## config.mk

```make
export PLATFORM = sky130hd
export DESIGN_NAME = mem_port_arbiter_flat
export DESIGN_NICKNAME = d
export VERILOG_FILES = /design/src/rtl/mem_arb_pkg.sv /design/src/rtl/mem_port_arbiter_if.sv /design/src/rtl/rr_pick2.sv /design/src/rtl/mem_port_arbiter.sv /design/src/flat_wrapper.sv
export SDC_FILE = /design/constraint.sdc
export NUM_CORES = 1
export LEC_CHECK = 0
export ABC_CLOCK_PERIOD_IN_PS = 2800
export CAP_MARGIN = 15
export CELL_PAD_IN_SITES_DETAIL_PLACEMENT = 0
export CELL_PAD_IN_SITES_GLOBAL_PLACEMENT = 1
export CORE_AREA = 3 3 153 155
export CTS_BUF_LIST = sky130_fd_sc_hd__clkbuf_4
export DETAILED_ROUTE_END_ITERATION = 16
export DIE_AREA = 0 0 156 158
export DONT_BUFFER_PORTS = 1
export GPL_ROUTABILITY_DRIVEN = 0
export PLACE_DENSITY = 0.57
export SLEW_MARGIN = 10
export SYNTH_ARGS = -nofsm -noshare
export SYNTH_HDL_FRONTEND = slang
export SYNTH_HIERARCHICAL = 1
export SYNTH_SLANG_ARGS = --single-unit
```

## constraint.sdc

```tcl
create_clock -name clk -period 2.8 [get_ports clk]
set_clock_uncertainty 0.15 [all_clocks]
set_input_delay 0.56 -clock clk [delete_from_list [all_inputs] [get_ports clk]]
set_output_delay 0.56 -clock clk [all_outputs]
set_load 0.005 [all_outputs]
```

## src/rtl/mem_arb_pkg.sv

```systemverilog
// Shared definitions for the two-port main-memory arbiter.
//   - arb_state_e : controller state encoding (IDLE / BUSY / RESP)
//   - OP_READ / OP_WRITE : encoding of the latched operation
//   - DEF_* : default bus widths used by the interface and the top
package mem_arb_pkg;

   localparam int DEF_ADDR_WIDTH  = 10;
   localparam int DEF_WIDTH       = 32;
   localparam int DEF_BLOCK_WIDTH = 128;

   typedef enum logic [1:0] {
      IDLE = 2'd0,
      BUSY = 2'd1,
      RESP = 2'd2
   } arb_state_e;

   localparam logic OP_READ  = 1'b0;
   localparam logic OP_WRITE = 1'b1;

endpackage

```

## src/rtl/mem_port_arbiter_if.sv

```systemverilog
// Bundle of every handshake/bus signal around the arbiter: the two
// requester ports (read/write request, address, write data, done), the
// shared read block, the main-memory port, and the grant/busy status.
//   modport slave  : the arbiter's view (requests and memory answer in)
//   modport master : the environment's view (requesters + memory)
interface mem_port_arbiter_if
   import mem_arb_pkg::*;
#(
   parameter int ADDR_WIDTH  = DEF_ADDR_WIDTH,
   parameter int WIDTH       = DEF_WIDTH,
   parameter int BLOCK_WIDTH = DEF_BLOCK_WIDTH
);

   logic                   req0_read;
   logic                   req0_write;
   logic [ADDR_WIDTH-1:0]  req0_addr;
   logic [WIDTH-1:0]       req0_wdata;
   logic                   req0_done;

   logic                   req1_read;
   logic                   req1_write;
   logic [ADDR_WIDTH-1:0]  req1_addr;
   logic [WIDTH-1:0]       req1_wdata;
   logic                   req1_done;

   logic [BLOCK_WIDTH-1:0] rdata;

   logic                   mem_read;
   logic                   mem_write;
   logic [ADDR_WIDTH-1:0]  mem_address;
   logic [WIDTH-1:0]       mem_write_data;
   logic                   mem_ready;
   logic [BLOCK_WIDTH-1:0] mem_read_data;

   logic [1:0]             grant;
   logic                   busy;

   modport slave (
      input  req0_read, req0_write, req0_addr, req0_wdata,
      input  req1_read, req1_write, req1_addr, req1_wdata,
      input  mem_ready, mem_read_data,
      output req0_done, req1_done, rdata,
      output mem_read, mem_write, mem_address, mem_write_data,
      output grant, busy
   );

   modport master (
      output req0_read, req0_write, req0_addr, req0_wdata,
      output req1_read, req1_write, req1_addr, req1_wdata,
      output mem_ready, mem_read_data,
      input  req0_done, req1_done, rdata,
      input  mem_read, mem_write, mem_address, mem_write_data,
      input  grant, busy
   );

endinterface

```

## src/rtl/rr_pick2.sv

```systemverilog
// Combinational two-way round-robin selector.
//   pending_i    : [1:0] requester N has a request pending
//   last_grant_i : index of the requester granted most recently
//   pick_o       : [1:0] one-hot winner, 00 when nothing is pending
module rr_pick2 (
   input  logic [1:0] pending_i,
   input  logic       last_grant_i,
   output logic [1:0] pick_o
);

   always_comb begin
      pick_o = pending_i;
      // On a tie the requester that did not win last time goes first.
      if (pending_i == 2'b11) begin
         pick_o = last_grant_i ? 2'b01 : 2'b10;
      end
   end

endmodule

```

## src/rtl/mem_port_arbiter.sv

```systemverilog
// Shares the single main-memory port between requester 0 (instruction
// side) and requester 1 (data side). One transaction at a time, round-robin
// on ties. The granted request is latched, the strobe is held until memory
// answers, then the owner receives a one-cycle done with the captured block.
//   clk   : system clock, all state on the rising edge
//   reset : synchronous, active-high
//   bus   : requester ports, memory port, rdata, grant and busy (slave view)
module mem_port_arbiter
   import mem_arb_pkg::*;
#(
   parameter int ADDR_WIDTH  = DEF_ADDR_WIDTH,
   parameter int WIDTH       = DEF_WIDTH,
   parameter int BLOCK_WIDTH = DEF_BLOCK_WIDTH
) (
   input logic             clk,
   input logic             reset,
   mem_port_arbiter_if.slave bus
);

   arb_state_e             state_q, state_d;
   logic [1:0]             owner_q, owner_d;
   logic                   op_q, op_d;
   logic                   last_q, last_d;
   logic [ADDR_WIDTH-1:0]  addr_q, addr_d;
   logic [WIDTH-1:0]       wdata_q, wdata_d;
   logic [BLOCK_WIDTH-1:0] rdata_q, rdata_d;

   logic [1:0] pending;
   logic [1:0] pick;

   assign pending = {bus.req1_read | bus.req1_write,
                     bus.req0_read | bus.req0_write};

   rr_pick2 u_pick (
      .pending_i    (pending),
      .last_grant_i (last_q),
      .pick_o       (pick)
   );

   always_comb begin
      state_d = state_q;
      owner_d = owner_q;
      op_d    = op_q;
      last_d  = last_q;
      addr_d  = addr_q;
      wdata_d = wdata_q;
      rdata_d = rdata_q;
      case (state_q)
         IDLE: begin
            if (pick != 2'b00) begin
               state_d = BUSY;
               owner_d = pick;
               // Read and write together is treated as a write.
               if (pick[0]) begin
                  op_d    = bus.req0_write ? OP_WRITE : OP_READ;
                  addr_d  = bus.req0_addr;
                  wdata_d = bus.req0_wdata;
                  last_d  = 1'b0;
               end else begin
                  op_d    = bus.req1_write ? OP_WRITE : OP_READ;
                  addr_d  = bus.req1_addr;
                  wdata_d = bus.req1_wdata;
                  last_d  = 1'b1;
               end
            end
         end
         BUSY: begin
            // The block is captured for writes too; its value is then unused.
            if (bus.mem_ready) begin
               rdata_d = bus.mem_read_data;
               state_d = RESP;
            end
         end
         RESP: begin
            // No arbitration here, so a finishing request is never re-granted.
            state_d = IDLE;
         end
         default: begin
            state_d = IDLE;
         end
      endcase
   end

   always_ff @(posedge clk) begin
      if (reset) begin
         state_q <= IDLE;
         owner_q <= 2'b00;
         op_q    <= OP_READ;
         last_q  <= 1'b1;
         addr_q  <= '0;
         wdata_q <= '0;
         rdata_q <= '0;
      end else begin
         state_q <= state_d;
         owner_q <= owner_d;
         op_q    <= op_d;
         last_q  <= last_d;
         addr_q  <= addr_d;
         wdata_q <= wdata_d;
         rdata_q <= rdata_d;
      end
   end

   // Outputs decode registers only; owner_q is left stale in IDLE, so
   // everything owner-related is qualified by the state.
   assign bus.grant          = (state_q != IDLE) ? owner_q : 2'b00;
   assign bus.busy           = (state_q != IDLE);
   assign bus.mem_read       = (state_q == BUSY) && (op_q == OP_READ);
   assign bus.mem_write      = (state_q == BUSY) && (op_q == OP_WRITE);
   assign bus.req0_done      = (state_q == RESP) && owner_q[0];
   assign bus.req1_done      = (state_q == RESP) && owner_q[1];
   assign bus.rdata          = rdata_q;
   assign bus.mem_address    = addr_q;
   assign bus.mem_write_data = wdata_q;

endmodule

```

## src/flat_wrapper.sv

```systemverilog
// flat-port wrapper written by rule: the top's interface ports become plain ports
module mem_port_arbiter_flat import mem_arb_pkg::*;
#(
   parameter int ADDR_WIDTH  = DEF_ADDR_WIDTH,
   parameter int WIDTH       = DEF_WIDTH,
   parameter int BLOCK_WIDTH = DEF_BLOCK_WIDTH
)
  (clk, reset, bus_req0_read, bus_req0_write, bus_req0_addr, bus_req0_wdata, bus_req1_read, bus_req1_write, bus_req1_addr, bus_req1_wdata, bus_mem_ready, bus_mem_read_data, bus_req0_done, bus_req1_done, bus_rdata, bus_mem_read, bus_mem_write, bus_mem_address, bus_mem_write_data, bus_grant, bus_busy);
  mem_port_arbiter_if #(.ADDR_WIDTH(ADDR_WIDTH), .WIDTH(WIDTH), .BLOCK_WIDTH(BLOCK_WIDTH)) bus_i ();
  input logic clk;
  input logic reset;
  input wire logic [$bits(bus_i.req0_read)-1:0] bus_req0_read;
  input wire logic [$bits(bus_i.req0_write)-1:0] bus_req0_write;
  input wire logic [$bits(bus_i.req0_addr)-1:0] bus_req0_addr;
  input wire logic [$bits(bus_i.req0_wdata)-1:0] bus_req0_wdata;
  input wire logic [$bits(bus_i.req1_read)-1:0] bus_req1_read;
  input wire logic [$bits(bus_i.req1_write)-1:0] bus_req1_write;
  input wire logic [$bits(bus_i.req1_addr)-1:0] bus_req1_addr;
  input wire logic [$bits(bus_i.req1_wdata)-1:0] bus_req1_wdata;
  input wire logic [$bits(bus_i.mem_ready)-1:0] bus_mem_ready;
  input wire logic [$bits(bus_i.mem_read_data)-1:0] bus_mem_read_data;
  output wire logic [$bits(bus_i.req0_done)-1:0] bus_req0_done;
  output wire logic [$bits(bus_i.req1_done)-1:0] bus_req1_done;
  output wire logic [$bits(bus_i.rdata)-1:0] bus_rdata;
  output wire logic [$bits(bus_i.mem_read)-1:0] bus_mem_read;
  output wire logic [$bits(bus_i.mem_write)-1:0] bus_mem_write;
  output wire logic [$bits(bus_i.mem_address)-1:0] bus_mem_address;
  output wire logic [$bits(bus_i.mem_write_data)-1:0] bus_mem_write_data;
  output wire logic [$bits(bus_i.grant)-1:0] bus_grant;
  output wire logic [$bits(bus_i.busy)-1:0] bus_busy;
  assign bus_i.req0_read = bus_req0_read;
  assign bus_i.req0_write = bus_req0_write;
  assign bus_i.req0_addr = bus_req0_addr;
  assign bus_i.req0_wdata = bus_req0_wdata;
  assign bus_i.req1_read = bus_req1_read;
  assign bus_i.req1_write = bus_req1_write;
  assign bus_i.req1_addr = bus_req1_addr;
  assign bus_i.req1_wdata = bus_req1_wdata;
  assign bus_i.mem_ready = bus_mem_ready;
  assign bus_i.mem_read_data = bus_mem_read_data;
  assign bus_req0_done = bus_i.req0_done;
  assign bus_req1_done = bus_i.req1_done;
  assign bus_rdata = bus_i.rdata;
  assign bus_mem_read = bus_i.mem_read;
  assign bus_mem_write = bus_i.mem_write;
  assign bus_mem_address = bus_i.mem_address;
  assign bus_mem_write_data = bus_i.mem_write_data;
  assign bus_grant = bus_i.grant;
  assign bus_busy = bus_i.busy;
  mem_port_arbiter #(.ADDR_WIDTH(ADDR_WIDTH), .WIDTH(WIDTH), .BLOCK_WIDTH(BLOCK_WIDTH)) u_core (.clk(clk), .reset(reset), .bus(bus_i));
endmodule
```

After elaboration in Yosys (flattened, before gate mapping)
Index checks and enable logic that the tools add are counted.
{ "classes": {"eq_ne": 5, "muxes": 12, "n_bitwise": 3, "reduce_logical": 10} }
{ "op_table": {"columns": ["operator", "n"], "rows": [
  ["two-way mux 32 bit", 1],
  ["two-way mux 10 bit", 1],
  ["two-way mux 2 bit", 5],
  ["AND reduction 2 bit", 3],
  ["== test 2 bit, second input constant", 2],
  ["logical AND 1 bit", 4],
  ["two-way mux 1 bit", 4],
  ["one-hot mux 2 bit (2 select lines)", 1],
  ["nonzero test 2 bit", 2],
  ["== test 2 x 1 -> 1 bit, second input constant", 1],
  ["logical NOT 2 bit", 1],
  ["inequality test 2 x 1 -> 1 bit, second input constant", 1],
  ["inequality test 2 bit, second input constant", 1],
  ["bitwise OR 1 bit", 2],
  ["inverter 1 bit", 1]
]} }
{ "totals": {"ff_bits": 176, "input_bits": 219, "output_inout_bits": 177, "elab_cells": 37} }

Depth between registers and ports, before layout
Gate-level depths: netlist of the first run.
{ "logic_depth": {"depth_word": 6, "mapped_depth": 8, "depth_no_buf": 5} }

By module
Netlist of the first run, hierarchy kept.
{ "modules_own_cells": {"columns": ["module", "instances", "cells_per_inst", "area_each_um2", "seq_area_each_um2"], "rows": [
  ["mem_port_arbiter", 1, 783, 6576.3, 3523.4],
  ["rr_pick2", 1, 3, 18.8, 0.0]
]} }

Least setup slack after synthesis of the first run
OpenSTA, ideal clock, no wires.
{ "synth_path": {"path_kind": "input to register", "startpoint": "input bus_req0_write", "endpoint": "register u_core.addr_q[0], in the netlist u_core/bus.mem_address[0]", "setup_ps": 134, "arrival_ps": 1882, "required_ps": 2516, "setup_slack_ps": 634, "stages": 8, "n_path_buf": 3, "cell_sequence": "or2_2 a21boi_1 buf_4 or2_2 buf_2 buf_2 a21oi_1 a211oi_1"} }
{ "synth_between": {"elab_chain_len": 5, "word_cells_on_any_way": 6, "cone_classes": "1 x eq/ne; 2 x mux; 1 x bitwise; 2 x reduce/logical"} }
{ "synth_rtl": {"columns": ["item", "line", "source"], "rows": [
  ["start: declaration", "flat_wrapper.sv:13", "input wire logic [$bits(bus_i.req0_write)-1:0] bus_req0_write;"],
  ["bitwise OR 1 bit (*)", "mem_port_arbiter.sv:32", "bus.req0_read | bus.req0_write};"],
  ["== test 2 bit", "rr_pick2.sv:14", "if (pending_i == 2'b11) begin"],
  ["two-way mux 2 bit (*)", "rr_pick2.sv:14", null],
  ["via u_core.pick[0]", "mem_port_arbiter.sv:29", "logic [1:0] pick;"],
  ["nonzero test 2 bit", "mem_port_arbiter.sv:50", "if (pick != 2'b00) begin"],
  ["AND reduction 2 bit (no source line)", null, null],
  ["end signal: assignment", "mem_port_arbiter.sv:98", "addr_q <= addr_d;"],
  ["end: declaration", "mem_port_arbiter.sv:24", "logic [ADDR_WIDTH-1:0] addr_q, addr_d;"]
]} }
The timed path passes the listed nets; every way through them passes the cells marked *.
A chain may end at the register's enable or synchronous reset.

Worst setup path in the final report of the first run
{ "layout_path": {"startpoint": "register u_core.state_q[0]", "endpoint": "register u_core.rdata_q[121], in the netlist u_core/bus.rdata[121]"} }
{ "layout_between": {"elab_chain_len": 2} }
{ "layout_rtl": {"columns": ["item", "line", "source"], "rows": [
  ["start: declaration", "mem_port_arbiter.sv:20", "arb_state_e state_q, state_d;"],
  ["start signal: assignment", "mem_port_arbiter.sv:94", "state_q <= state_d;"],
  ["== test 2 x 1 -> 1 bit", "mem_port_arbiter.sv:48", "case (state_q)"],
  ["AND reduction 2 bit (no source line)", null, null],
  ["end signal: assignment", "mem_port_arbiter.sv:100", "rdata_q <= rdata_d;"],
  ["end: declaration", "mem_port_arbiter.sv:26", "logic [BLOCK_WIDTH-1:0] rdata_q, rdata_d;"]
]} }
Every way passes these cells.

==> results of run 1 <==
repair_timing:
item                      CTS  global route
hold endpoints to repair  176             0
hold buffers              155             0
resized for setup           0             0
layout make-up:
class                   instances  area share [%]
clock buffers                  19            1.66
inverters                       2          0.0873
multi-input cells             541            32.2
diodes                          2          0.0582
repair buffers                165            19.6
well taps                     280            4.07
flip-flops and latches        176            41.0
clock inverters                13            1.40
registers in the layout, summed over array words and instances, names as in the netlist:
register                   cells
u_core/bus.mem_address        10
u_core/last_q                  1
u_core/op_q                    1
u_core/owner_q                 2
u_core/state_q                 2
u_core/bus.mem_write_data     32
u_core/bus.rdata             128
report_power, final:
part           switching (mW)  internal, mW  total, mW
combinational           0.516         0.482      0.998
sequential              0.208          2.73       2.94
clock                   0.985         0.412       1.40
cell usage in the layout (no fill, tap or decap), types with 2 or more instances in the layout:
| master | synthesis | routed |
|---|---|---|
| buf_4 | 1 | 7 |
| mux2i_1 | 43 | 43 |
| a21oi_1 | 174 | 174 |
| diode_2 | 0 | 2 |
| and3b_1 | 4 | 3 |
| clkbuf_4 | 0 | 19 |
| or2_2 | 3 | 3 |
| clkinvlp_4 | 0 | 2 |
| nor2_1 | 3 | 3 |
| dlygate4sd3_1 | 0 | 154 |
| nand2_1 | 258 | 258 |
| dfxtp_1 | 176 | 176 |
| and2_1 | 2 | 2 |
| buf_12 | 0 | 3 |
| clkinv_4 | 0 | 2 |
| nor3b_1 | 2 | 2 |
| inv_8 | 0 | 5 |
| a211oi_1 | 43 | 43 |
| inv_6 | 0 | 3 |
worst min path at each step:
stage / endpoint / slack, ps / depth (start not counted)
6_report: u_core/state_q[0] / 80 / 3
5_1_grt: u_core/bus.mem_write_data[15] / 30 / 2
4_1_cts: u_core/state_q[0] / 8 / 3
3_5_place_dp: u_core/bus.rdata[116] / 320 / 2
3_3_place_gp: u_core/bus.rdata[20] / 310 / 2
2_1_floorplan: u_core/owner_q[0] / 290 / 2
stage by stage:
stage                     hold WS [ps]  cells
after floorplan                    290    786
after global placement             312   1009
after detailed placement           315   1009
after CTS                         8.06   1196
after global routing              25.4   1198
final                             84.0   1198
worst register-to-register path, delay by kind of cell (launching register included):
kind                   cells  cell delay, ps
AND/OR/NAND/NOR            2             590
buffers and inverters      2             850
AO/OA/AOI/OAI              1             140
flip-flops                 1             560
logic make-up after synthesis:
family / count (synthesis) / share of synthesized area, %
compound gates: 221 / 18.5
buf+inv: 69 / 4.84
flops: 176 / 53.4
mux: 43 / 6.53
simple gates: 277 / 16.7
cell usage after synthesis:
cell type / instances / area share [%]
a21boi_1: 1 / 0.11
a21o_1: 1 / 0.11
inv_1: 1 / 0.057
nor2_1: 3 / 0.17
o21ai_0: 1 / 0.076
nand3b_1: 1 / 0.11
and3b_1: 4 / 0.53
nor2_4: 1 / 0.17
and2_1: 2 / 0.19
or2_2: 3 / 0.28
buf_1: 1 / 0.057
nor3b_1: 2 / 0.23
a211oi_1: 43 / 4.9
nor2_2: 1 / 0.095
mux2i_1: 43 / 6.5
nand2_1: 258 / 15
nand2b_1: 1 / 0.095
dfxtp_1: 176 / 53
clkbuf_1: 20 / 1.1
or3b_2: 1 / 0.13
clkbuf_2: 1 / 0.076
buf_2: 44 / 3.3
buf_4: 1 / 0.11
a21oi_1: 174 / 13
a21boi_0: 1 / 0.11
inv_2: 1 / 0.057
per-layer routing:
metal	vias up	GRT usage, %	wire [um]
li1	2882	-	-
met1	2811	17.5	7880
met2	285	30.8	11500
met3	26	6.64	2250
met4	0	5.17	397
met5	-	0	0
==> impl_metrics.env, run 1 <==
export IMPL_cts_clk_slew_worst_paths_ps=160
export IMPL_reg2reg_depth=5
export IMPL_max_stage_delay_ps=560
export IMPL_clock_path_buffers=2
export IMPL_cp_top_family="buffers and inverters"
export IMPL_setup_tns_ps=0
export IMPL_wl_per_cell_um=18.4
export IMPL_p_total_mw=5.34
export IMPL_path_max_fanout=61
export IMPL_rrSetupSlack_ps=480
export IMPL_first_iter_violations=410
export IMPL_hpwl_um=14700
export IMPL_cts_sinks=176
export IMPL_cts_htree_levels=4
export IMPL_design_area_sq_um=8600
export IMPL_dieArea_sq_um=24600
export IMPL_min_period_over_period_pct=82.9
export IMPL_firstDrtPassIters=4
export IMPL_fmax_mhz=431
export IMPL_grt_max_degree=130
export IMPL_multi_input_area_sq_um=2770
export IMPL_die_h_um=158
export IMPL_synth_cell_type_count=26
export IMPL_synth_area_sq_um=6600
export IMPL_ys_seq_area_share_pct=53.4
export IMPL_path_buf_inv=2
export IMPL_r2r_start="u_core/state_q[0]"
export IMPL_nFillCells=2211
export IMPL_slowest_stage="dfxtp_1"
export IMPL_core_area_sq_um=22000
export IMPL_drive_above_1_share_pct=5.68
export IMPL_period_minus_slack_ps=2320
export IMPL_start_kind="flip-flop"
export IMPL_endpoint="u_core/bus.rdata[121]"
export IMPL_grt_overflow=0
export IMPL_synth_nets=1005
export IMPL_r2r_end="u_core/bus.rdata[121]"
export IMPL_wirelength_um=22100
export IMPL_syn_avg_cell_area_sq_um=8.39
export IMPL_die_w_um=156
export IMPL_post_cts_buffers=0
export IMPL_critPathCaptureType="flip-flop"
export IMPL_ys_ff_latch=176
export IMPL_syn_instance_count=786
export IMPL_crit_path_start="u_core/state_q[0]"
export IMPL_post_place_ws_ps=575
export IMPL_clock_latency_ps=520
export IMPL_status="finished, final reports clean"
export IMPL_viasPerCell=5.01
export IMPL_crit_required_ps=3140
export IMPL_timing_slew_headroom_pct=58.8
export IMPL_min_delay_start="bus_mem_ready"
export IMPL_worst_pin_slew_ps=617
export IMPL_drcViolationCount=0
export IMPL_area_delta_synth_final_pct=30.4
export IMPL_final_hold_viol_count=0
export IMPL_cap_violations=0
export IMPL_cp_depth=5
export IMPL_final_util_pct=39.2
export IMPL_place_area_sq_um=6760
export IMPL_initial_core_util_pct=30.0
export IMPL_rows=54
export IMPL_cts_inserted_buffers=17
export IMPL_vias=6004
export IMPL_io_buffers=0
export IMPL_root_buffer="clkbuf_4"
export IMPL_setup_viol=0
export IMPL_rsz0062_at_grt="false"
export IMPL_power_density_nw_per_um2=621
export IMPL_cts_tree="yes"
export IMPL_grt_pass1_vias=6078
export IMPL_power_leakage_nw=3.28
export IMPL_antenna_found_initial=2
export IMPL_arrival_ps=2660
export IMPL_io_pins=396
export IMPL_crit_chain="and3b_4 > buf_12 > nand2_1 > a21oi_1 > dlygate4sd3_1"
export IMPL_path_class="reg2reg"
export IMPL_drv_slew=0
export IMPL_final_nets=1122
export IMPL_ant_nets=0
export IMPL_setup_ws_ps=480
export IMPL_grt_usage_pct=16.7
export IMPL_yosysWarnings=6
export IMPL_worstHoldPathType="in2reg"
export IMPL_grt_pass1_wl_um=32700
export IMPL_regArea_sq_um=3520
export IMPL_irDropWorstVdd_mv=0.289
Power figures use the tool's default switching activity.
==> run 2: changes to the inputs <==
--- a/config.mk
+++ b/config.mk
@@ -5,17 +5,17 @@
 export SDC_FILE = /design/constraint.sdc
 export NUM_CORES = 1
 export LEC_CHECK = 0
-export ABC_CLOCK_PERIOD_IN_PS = 2800
+export ABC_CLOCK_PERIOD_IN_PS = 2100
 export CAP_MARGIN = 15
 export CELL_PAD_IN_SITES_DETAIL_PLACEMENT = 0
 export CELL_PAD_IN_SITES_GLOBAL_PLACEMENT = 1
-export CORE_AREA = 3 3 153 155
+export CORE_AREA = 3 3 152 154
 export CTS_BUF_LIST = sky130_fd_sc_hd__clkbuf_4
 export DETAILED_ROUTE_END_ITERATION = 16
-export DIE_AREA = 0 0 156 158
+export DIE_AREA = 0 0 155 157
 export DONT_BUFFER_PORTS = 1
 export GPL_ROUTABILITY_DRIVEN = 0
-export PLACE_DENSITY = 0.57
+export PLACE_DENSITY = 0.6
 export SLEW_MARGIN = 10
 export SYNTH_ARGS = -nofsm -noshare
 export SYNTH_HDL_FRONTEND = slang
==> constraint.sdc (replaced) <==
create_clock -name clk -period 2.1 [get_ports clk]
set_clock_uncertainty 0.15 [all_clocks]
set_input_delay 0.42 -clock clk [delete_from_list [all_inputs] [get_ports clk]]
set_output_delay 0.42 -clock clk [all_outputs]
set_load 0.005 [all_outputs]
==> run 2 against run 1 <==
Net effect: sequential share of layout area fell by 3.5 points; first-iteration DRC count rose by 15%; critical path depth rose by 1; global-route usage rose by 0.55 points; register-to-register slack got worse by 450 ps; core utilization rose by 4.1 points; critical path type unchanged; critical endpoint is now u_core/bus.mem_write_data[24]; largest power group unchanged; highest routed layer unchanged.
==> impl_metrics.env, run 2 (synthesis results as in run 1) <==
export IMPL_status="finished, final reports clean"
export IMPL_layoutNonFillerInstCount=1266
export IMPL_combPwrFrac_pct=20.9
export IMPL_path_class="reg2reg"
export IMPL_min_period_over_period_pct=98.7
export IMPL_critPathCaptureType="flip-flop"
export IMPL_core_area_sq_um=21800
export IMPL_cts_inserted_buffers=17
export IMPL_p_seq_share_pct=52.8
export IMPL_crit_chain="inv_1 > a21boi_4 > buf_12 > mux2i_1 > dlygate4sd3_1 > a211oi_2"
export IMPL_top_layer_used="met4"
export IMPL_grt_usage_pct=17.3
export IMPL_max_stage_delay_ps=600
export IMPL_die_w_um=155
export IMPL_p_clk_share_pct=26.3
export IMPL_final_hold_viol_count=0
export IMPL_cts_tree="yes"
export IMPL_die_h_um=157
export IMPL_worstHoldPathType="in2reg"
export IMPL_viasPerCell=5.09
export IMPL_worst_pin_slew_ps=458
export IMPL_slowest_stage="dlygate4sd3_1"
export IMPL_grt_pass1_wl_um=33600
export IMPL_start_kind="flip-flop"
export IMPL_arrival_ps=2340
export IMPL_grt_overflow=0
export IMPL_wirelength_um=24300
export IMPL_irDropWorstVdd_mv=0.368
export IMPL_largest_reg_flops=128
export IMPL_switching_share_pct=31.4
export IMPL_wl_per_cell_um=19.2
export IMPL_initial_core_util_pct=30.2
export IMPL_hpwl_um=14000
export IMPL_grt_pass1_vias=6247
export IMPL_drive_above_1_share_pct=7.41
export IMPL_final_cell_mix="nand2_1 (258), dlygate4sd3_1 (208), a21oi_1 (174)"
export IMPL_wl_met3_um=2720
export IMPL_multi_input_area_sq_um=2790
export IMPL_p_switching_mw=2.33
export IMPL_holdWs_ps=78.2
export IMPL_path_buf_inv=3
export IMPL_vias=6441
export IMPL_final_common_cell="nand2_1"
export IMPL_area_delta_synth_final_pct=43.0
export IMPL_io_buffers=0
export IMPL_root_buffer="clkbuf_4"
export IMPL_power_density_nw_per_um2=786
export IMPL_clock_latency_ps=530
export IMPL_power_leakage_nw=3.74
export IMPL_final_util_pct=43.2
export IMPL_cp_top_family="buffers and inverters"
export IMPL_dieArea_sq_um=24300
export IMPL_final_nets=1191
export IMPL_nFillCells=2118
export IMPL_first_iter_violations=470
export IMPL_clock_path_buffers=2
export IMPL_setup_viol=0
export IMPL_placed_cells=1012
export IMPL_io_pins=396
export IMPL_power_internal_mw=5.09
export IMPL_ant_nets=0
export IMPL_met1_length_um=8820
export IMPL_cap_violations=0
export IMPL_p_total_mw=7.41
export IMPL_crit_required_ps=2360
export IMPL_drv_slew=0
export IMPL_firstDrtPassIters=7
export IMPL_cts_htree_levels=4
export IMPL_rows=54
export IMPL_period_minus_slack_ps=2070
export IMPL_regArea_sq_um=3530
export IMPL_fmax_mhz=482
export IMPL_path_max_fanout=18
export IMPL_route_met2_wl_um=11800
export IMPL_antenna_found_initial=1
export IMPL_drcViolationCount=0
export IMPL_cts_sinks=176
export IMPL_post_place_ws_ps=76.6
export IMPL_grt_max_degree=90
export IMPL_setup_ws_ps=27.4
export IMPL_timing_slew_headroom_pct=69.5
export IMPL_cts_clk_slew_worst_paths_ps=140
==> run 2: changes by cell type in the layout (fill, tap and decap cells not counted), moves of 2 or more <==
cell | previous run | this run
a211oi_1 | 43 | 41
a211oi_2 | 0 | 2
buf_4 | 7 | 13
clkbuf_16 | 0 | 5
dfxtp_1 | 176 | 173
dfxtp_2 | 0 | 2
dlygate4sd3_1 | 154 | 208
==> run 2: worst register-to-register path, stage by stage (launching register included) <==
cell and delay, ps:
dfxtp_2 360, inv_1 60, a21boi_4 240, buf_12 220, mux2i_1 260, dlygate4sd3_1 600
a211oi_2 80
==> run 2: through the flow <==
| step | instance area (sq um) | setup TNS, ps |
|---|---|---|
| after floorplan | 6600 | 0 |
| final | 9430 | 0 |
| after global routing | 9430 | -0.458 |
| after detailed placement | 6820 | 0 |
| after global placement | 6820 | 0 |
| after CTS | 9230 | 0 |
==> run 2: layout make-up <==
class                           instances  area share (%)
Tap cell                              280            3.72
Timing Repair Buffer                  234            26.2
Inverter                                2          0.0796
Clock inverter                         14            1.59
Clock buffer                           18            1.43
Multi-Input combinational cell        541            29.6
Sequential cell                       176            37.4
Antenna cell                            1          0.0265
==> run 2: repair_timing <==
| item | in CTS | in global routing |
|---|---|---|
| hold endpoints to repair | 176 | 0 |
| endpoints found under the setup margin | 4 | 91 |
| cloned | 0 | 5 |
| resized for setup | 2 | 13 |
| pin swaps | 1 | 4 |
| buffers inserted | 1 | 6 |
| hold buffers | 209 | 0 |
==> run 2: power by group through the flow <==
stage	logic, mW	clock network, mW	registers (mW)
global placement	0.961	0	3.99
global route	1.68	2.17	3.95
CTS	1.40	2.06	3.92
detailed placement	1.00	0	3.99
finish	1.55	1.95	3.92
floorplan	0.837	0	3.89
==> run 2: metal layers <==
metal / global-route usage (%) / vias up
met5: 0 / -
li1: - / 3015
met4: 7.57 / 0
met3: 7.56 / 66
met2: 30.3 / 384
met1: 18.0 / 2976
==> run 2: path summary, 6_finish.rpt <==
kind                             start                       endpoint  slack, ps  cells past startpoint
hold reg to reg   u_core/bus.rdata[99]           u_core/bus.rdata[99]        340                      2
hold / removal          bus_req1_write                    u_core/op_q         80                      2
setup reg to reg         u_core/last_q  u_core/bus.mem_write_data[24]         30                      6
setup / recovery         u_core/last_q  u_core/bus.mem_write_data[24]         30                      6
